## config.mk

```make
export PLATFORM = sky130hd
export DESIGN_NAME = btn_conditioner_flat
export DESIGN_NICKNAME = d
export VERILOG_FILES = /design/src/rtl/btn_conditioner_if.sv /design/src/rtl/btn_conditioner.sv /design/src/flat_wrapper.sv
export SDC_FILE = /design/constraint.sdc
export NUM_CORES = 1
export LEC_CHECK = 0
export ABC_AREA = 1
export CORE_ASPECT_RATIO = 0.5
export CORE_MARGIN = 8
export CORE_UTILIZATION = 50
export CTS_CLUSTER_DIAMETER = 60
export CTS_CLUSTER_SIZE = 8
export DETAILED_ROUTE_END_ITERATION = 6
export HOLD_SLACK_MARGIN = 0.06
export MAX_ROUTING_LAYER = met4
export PLACE_DENSITY = 0.82
export SLEW_MARGIN = 0
export SYNTH_ARGS = -nofsm -noshare
export SYNTH_HDL_FRONTEND = slang
export SYNTH_SLANG_ARGS = --single-unit
```

## constraint.sdc

```tcl
create_clock -name clk -period 1.35 [get_ports clk]
set_input_delay 0.2025 -clock clk [delete_from_list [all_inputs] [get_ports clk]]
set_output_delay 0.2025 -clock clk [all_outputs]
set_load 0.03 [all_outputs]
```

## src/rtl/btn_conditioner_if.sv

```systemverilog
// Button bus between the board pads and the button conditioner.
// master: the side that drives the raw pad levels and consumes the conditioned outputs.
// slave : the conditioner itself.
interface btn_conditioner_if;
  logic [4:0] btn_in;
  logic [4:0] btn_level;
  logic [4:0] btn_press;
  logic [4:0] btn_release;

  modport master (
    output btn_in,
    input  btn_level,
    input  btn_press,
    input  btn_release
  );

  modport slave (
    input  btn_in,
    output btn_level,
    output btn_press,
    output btn_release
  );
endinterface

```

## src/rtl/btn_conditioner.sv

```systemverilog
// btn_conditioner: conditions the five Basys push-buttons {C,L,U,R,D} = [4:0].
// Each bit has a two-flop synchroniser, a debounce counter and registered
// level / press / release outputs.
// Optional auto-repeat of btn_press is compiled in when the macro
// BTN_AUTO_REPEAT_EN is defined; the default build has no repeat logic.
module btn_conditioner #(
  parameter int DEBOUNCE_CYCLES = 16,
  parameter int REPEAT_DELAY    = 100,
  parameter int REPEAT_PERIOD   = 50
) (
  input logic               clk,
  input logic               rst,
  btn_conditioner_if.slave  bus
);

  localparam int NB    = 32'sd5;
  localparam int CNT_W = $clog2(DEBOUNCE_CYCLES + 32'sd1);
  localparam logic [CNT_W-1:0] CNT_LAST = CNT_W'(DEBOUNCE_CYCLES - 32'sd1);
  localparam logic [CNT_W-1:0] CNT_ONE  = CNT_W'(32'sd1);
  localparam logic [CNT_W-1:0] CNT_ZERO = CNT_W'(32'sd0);

  // Reject a parameterisation that would make a counter terminal count negative.
  if (DEBOUNCE_CYCLES < 32'sd1 || REPEAT_DELAY < 32'sd1 || REPEAT_PERIOD < 32'sd1) begin : g_bad_params
    $error("btn_conditioner: DEBOUNCE_CYCLES, REPEAT_DELAY and REPEAT_PERIOD must be >= 1");
  end

  logic [NB-1:0]    sync1_r;
  logic [NB-1:0]    sync2_r;
  logic [CNT_W-1:0] cnt_r [NB];
  logic [NB-1:0]    level_r;
  logic [NB-1:0]    press_r;
  logic [NB-1:0]    release_r;

  logic [NB-1:0]    rise_s;
  logic [NB-1:0]    fall_s;
  logic [NB-1:0]    rep_fire_s;

  // Terminal-count detection: a bit flips when its synced value has differed long enough.
  always_comb begin
    rise_s = 5'b00000;
    fall_s = 5'b00000;
    for (int i = 32'sd0; i < NB; i++) begin
      if ((sync2_r[i] != level_r[i]) && (cnt_r[i] == CNT_LAST)) begin
        rise_s[i] = sync2_r[i];
        fall_s[i] = ~sync2_r[i];
      end else begin
        rise_s[i] = 1'b0;
        fall_s[i] = 1'b0;
      end
    end
  end

  // Synchroniser, debounce counters and registered level/strobe outputs.
  always_ff @(posedge clk) begin
    if (rst) begin
      sync1_r   <= 5'b00000;
      sync2_r   <= 5'b00000;
      level_r   <= 5'b00000;
      press_r   <= 5'b00000;
      release_r <= 5'b00000;
      for (int i = 32'sd0; i < NB; i++) begin
        cnt_r[i] <= CNT_ZERO;
      end
    end else begin
      sync1_r   <= bus.btn_in;
      sync2_r   <= sync1_r;
      level_r   <= level_r ^ (rise_s | fall_s);
      press_r   <= rise_s | rep_fire_s;
      release_r <= fall_s;
      for (int i = 32'sd0; i < NB; i++) begin
        if (sync2_r[i] == level_r[i]) begin
          // any return to the current level discards the partial count
          cnt_r[i] <= CNT_ZERO;
        end else if (cnt_r[i] == CNT_LAST) begin
          cnt_r[i] <= CNT_ZERO;
        end else begin
          cnt_r[i] <= cnt_r[i] + CNT_ONE;
        end
      end
    end
  end

`ifdef BTN_AUTO_REPEAT_EN
  localparam int REP_MAX = (REPEAT_DELAY > REPEAT_PERIOD) ? REPEAT_DELAY : REPEAT_PERIOD;
  localparam int REP_W   = $clog2(REP_MAX + 32'sd1);
  localparam logic [REP_W-1:0] DLY_LAST = REP_W'(REPEAT_DELAY - 32'sd1);
  localparam logic [REP_W-1:0] PER_LAST = REP_W'(REPEAT_PERIOD - 32'sd1);
  localparam logic [REP_W-1:0] REP_ONE  = REP_W'(32'sd1);
  localparam logic [REP_W-1:0] REP_ZERO = REP_W'(32'sd0);

  logic [REP_W-1:0] rep_cnt_r [NB];
  // phase 0: waiting out the initial delay; phase 1: periodic repeats
  logic [NB-1:0]    rep_phase_r;

  // Repeat strobe: only while the level is held and is not falling this edge.
  always_comb begin
    rep_fire_s = 5'b00000;
    for (int i = 32'sd0; i < NB; i++) begin
      if (level_r[i] && !fall_s[i]) begin
        if (rep_phase_r[i]) begin
          rep_fire_s[i] = (rep_cnt_r[i] == PER_LAST);
        end else begin
          rep_fire_s[i] = (rep_cnt_r[i] == DLY_LAST);
        end
      end else begin
        rep_fire_s[i] = 1'b0;
      end
    end
  end

  // Repeat counters: restart on a debounced press, idle while released.
  always_ff @(posedge clk) begin
    if (rst) begin
      rep_phase_r <= 5'b00000;
      for (int i = 32'sd0; i < NB; i++) begin
        rep_cnt_r[i] <= REP_ZERO;
      end
    end else begin
      for (int i = 32'sd0; i < NB; i++) begin
        if (rise_s[i] || fall_s[i] || !level_r[i]) begin
          rep_cnt_r[i]   <= REP_ZERO;
          rep_phase_r[i] <= 1'b0;
        end else if (rep_fire_s[i]) begin
          rep_cnt_r[i]   <= REP_ZERO;
          rep_phase_r[i] <= 1'b1;
        end else begin
          rep_cnt_r[i]   <= rep_cnt_r[i] + REP_ONE;
          rep_phase_r[i] <= rep_phase_r[i];
        end
      end
    end
  end
`else
  // Without auto-repeat, btn_press comes only from the debounced rising edge.
  always_comb begin
    rep_fire_s = 5'b00000;
  end
`endif

  assign bus.btn_level   = level_r;
  assign bus.btn_press   = press_r;
  assign bus.btn_release = release_r;

endmodule

```

## src/flat_wrapper.sv

```systemverilog
// flat-port wrapper written by rule: the top's interface ports become plain ports
module btn_conditioner_flat 
#(
  parameter int DEBOUNCE_CYCLES = 16,
  parameter int REPEAT_DELAY    = 100,
  parameter int REPEAT_PERIOD   = 50
)
  (clk, rst, bus_btn_in, bus_btn_level, bus_btn_press, bus_btn_release);
  btn_conditioner_if bus_i ();
  input logic clk;
  input logic rst;
  input wire logic [$bits(bus_i.btn_in)-1:0] bus_btn_in;
  output wire logic [$bits(bus_i.btn_level)-1:0] bus_btn_level;
  output wire logic [$bits(bus_i.btn_press)-1:0] bus_btn_press;
  output wire logic [$bits(bus_i.btn_release)-1:0] bus_btn_release;
  assign bus_i.btn_in = bus_btn_in;
  assign bus_btn_level = bus_i.btn_level;
  assign bus_btn_press = bus_i.btn_press;
  assign bus_btn_release = bus_i.btn_release;
  btn_conditioner #(.DEBOUNCE_CYCLES(DEBOUNCE_CYCLES), .REPEAT_DELAY(REPEAT_DELAY), .REPEAT_PERIOD(REPEAT_PERIOD)) u_core (.clk(clk), .rst(rst), .bus(bus_i));
endmodule
```

==> flow_metrics.tcl <==
set metrics [dict create \
    holdBufCountCts 0 \
    clkLatencyLatePin_ps 310 \
    r2r_start "u_core.cnt_r[1][1]" \
    reg2reg_to "u_core.cnt_r[1][3]" \
    grt_max_degree 21 \
    critPathRequiredTime_ps 1520 \
    drive_above_1_share_pct 32.35 \
    hold_depth 3 \
    ys_seq_elements 50 \
    violations "negative setup slack" \
    io_buffer_count 21 \
    synth-seq-area-share_pct 58.62 \
    powerDensity_nw_per_um2 952.2 \
    hp-start "bus_btn_in[4]" \
    leakagePower_nw 1.305 \
    hold_end "u_core.sync1_r[4]" \
    synth_cells 219 \
    min_period_ps 1422 \
    rows 16 \
    r2r_cells 7 \
    hold_viol_final 0 \
    path_buf_inv 1 \
    r2r_slack_ps -70 \
    slowest_stage "edfxtp_1" \
    drtAntennaViolNets 0 \
    min_path_type "in -> reg" \
    pin_count 22 \
    synth.yosys.warnings 0 \
    dieWidth_um 108.4 \
    syn_avg_cell_area_um2 9.747 \
    final_area_um2 3009 \
    grt_pass1_vias 1717 \
    routed_via_density 4.797 \
    clk_pin_slew_ps 90 \
    dr.pass1.iters 4 \
    first_iter_violations 77 \
    setup_viol 25 \
    grt_pass1_wl_mm 7.576 \
    holdWs_ps 399.8 \
    wl_mm 4.757 \
    antenna_found_initial 0 \
    nFillCells 235 \
    start_kind "flip-flop" \
    tritoncts "built" \
    grt.overflow.total 0 \
    synth_cell_type_count 16 \
    critPathTopFamily "simple AND/OR/NAND/NOR gates" \
    syn2layout_area_growth_pct 40.97 \
    path_class "reg -> reg" \
    numCtsBuffers 5 \
    place_hpwl_mm 2.937 \
    route.vias.total 1727 \
    setup_ws_ps -72.19 \
    nets 322 \
    cts_sinks 50 \
    regArea_um2 1251 \
    dieArea_um2 6742 \
    crit_arrival_ps 1590 \
    maxCapViolCount 0 \
    dieHeight_um 62.20 \
    rsz0062_at_grt "true" \
    avgRoutedWirePerCell_um 13.21 \
    slowest_delay_ps 420 \
    clock_skew_ps 7.847 \
    ir_drop_mv 0.5400 \
    multi_input_area_um2 963.4 \
    cp-end-kind "flip-flop" \
    status "finished, violations left" \
    track_usage_pct 14.15 \
    dpl_cell_area_um2 2675 \
    htreeDepth 2 \
    ctsLongestPathBuffers 2 \
    initial_utilization_pct 53.31 \
    ctsRootBufferMaster "clkbuf_8" \
    cp_max_fo 5 \
    drcViolationCount 0 \
    netlist_area_um2 2135 \
    drv_slew 0 \
    fmax_mhz 703.1 \
    period_share_pct 105.3 \
    path_cells "ha_2 > nand2_2 > nor2_4 > ha_4 > inv_4 > nand4_4 > nor2_1" \
    core-area_um2 4004 \
    place_congestion 0.7818 \
    diodes 0 \
]
Yosys cell counts:
cell	instances	area (um2)
nand4_4	5	106.4
o21ai_1	1	5.000
xnor2_1	5	43.79
nand2_1	25	93.84
nor2_1	50	187.7
buf_2	2	10.01
a21oi_1	5	25.02
o21ai_0	4	20.02
ha_1	10	125.1
edfxtp_1	25	750.7
nand4_1	5	31.28
inv_1	40	150.1
nand3_1	15	75.07
dfxtp_1	25	500.5
inv_4	1	6.260
conb_1	1	3.750
area by class of cell:
| type | count | share of cell area, % |
|---|---|---|
| Sequential cell | 50 | 41.58 |
| Multi-Input combinational cell | 150 | 32.02 |
| Timing Repair Buffer | 57 | 15.55 |
| Inverter | 41 | 5.281 |
| Clock buffer | 7 | 3.202 |
| Tap cell | 54 | 2.245 |
| Clock inverter | 1 | 0.1247 |
flip-flops by register name, indices dropped and copies added (netlist names), named ones only:
register,count
u_core.cnt_r,25
u_core.sync1_r,5
u_core.bus.btn_release,5
u_core.bus.btn_press,5
u_core.sync2_r,5
through the flow:
step / setup slack (ps) / cells / total power (W) / utilization, % / setup TNS [ps]
after detailed placement: -110.1 / 338 / 0.001886 / 66.81 / -1274
after CTS: -80.76 / 353 / 0.002829 / 70.84 / -467.6
after global routing: -135.3 / 360 / 0.002969 / 75.16 / -2757
final: -72.19 / 360 / 0.002865 / 75.16 / -497.9
after floorplan: 4.562 / 243 / 0.001809 / - / 0
after global placement: 3.608 / 338 / 0.001871 / 66.81 / 0
what timing repair did:
| item | CTS | global route |
|---|---|---|
| endpoints found under the setup margin | 44 | 42 |
| buffers inserted | 7 | 7 |
| pin swaps | 21 | 19 |
| gates resized for setup | 27 | 41 |
power breakdown:
group          switching [W]  internal, W  total (W)  leakage [nW]
clock network       0.000493     0.000461   0.000954        0.0519
registers          0.0000321      0.00164    0.00167         0.461
logic               0.000131     0.000108   0.000239         0.792
worst max-delay path by stage:
stage          slack, ps                 end          startpoint  depth (start not counted)
3_5_place_dp        -110  u_core.cnt_r[1][2]  u_core.cnt_r[1][0]                          7
2_1_floorplan          5  u_core.cnt_r[3][0]  u_core.cnt_r[3][0]                          7
4_1_cts              -80  u_core.cnt_r[1][0]  u_core.cnt_r[1][0]                          7
3_3_place_gp           4  u_core.cnt_r[3][0]  u_core.cnt_r[3][0]                          7
5_1_grt             -140  u_core.cnt_r[1][3]  u_core.cnt_r[1][1]                          7
6_report             -70  u_core.cnt_r[1][3]  u_core.cnt_r[1][1]                          7
logic make-up (layout without fill, tap and decap cells):
| kind of cell | Yosys count | count (layout) | synth area share, % |
|---|---|---|---|
| and+or+nand+nor | 100 | 100 | 23.15 |
| other | 1 | 25 | 0.1757 |
| AOI/OAI and AO/OA | 10 | 10 | 2.344 |
| xor gates and xnor gates | 5 | 5 | 2.051 |
| adders and majority gates | 10 | 10 | 5.862 |
| buffers and inverters | 43 | 106 | 7.796 |
| DFF | 50 | 50 | 58.62 |
cell usage in the layout (no fill, tap or decap):
| cell type | count |
|---|---|
| ha_4 | 2 |
| nand3_2 | 5 |
| clkdlybuf4s15_1 | 2 |
| buf_4 | 33 |
| nand3_1 | 10 |
| buf_6 | 3 |
| o21ai_0 | 2 |
| inv_2 | 4 |
| xnor2_1 | 5 |
| nand4_1 | 5 |
| o21ai_2 | 1 |
| a21oi_1 | 5 |
| nor2_2 | 20 |
| clkbuf_2 | 2 |
| edfxtp_1 | 25 |
| o21ai_1 | 2 |
| clkbuf_8 | 7 |
| nand4_4 | 5 |
| nand2_1 | 21 |
| nor2_4 | 3 |
| dfxtp_1 | 25 |
| nand2_2 | 4 |
| inv_4 | 2 |
| conb_1 | 25 |
| ha_2 | 8 |
| nor2_1 | 27 |
| dlygate4sd2_1 | 11 |
| clkinv_1 | 1 |
| inv_1 | 35 |
| clkdlybuf4s50_1 | 6 |
routing by layer:
layer	track usage, %	wire length [um]	vias to the layer above
li1	-	-	844
met1	14.59	1887	828
met2	25.34	2556	42
met3	3.086	193	13
met4	6.091	119	0
met5	-	0	-
worst register-to-register path: stages (launching register included):
cell and delay [ps]:
edfxtp_1 420, ha_2 220, nand2_2 100, nor2_4 50, ha_4 170, inv_4 50
nand4_4 120, nor2_1 150
No activity file was read; power rests on OpenSTA's default activity.
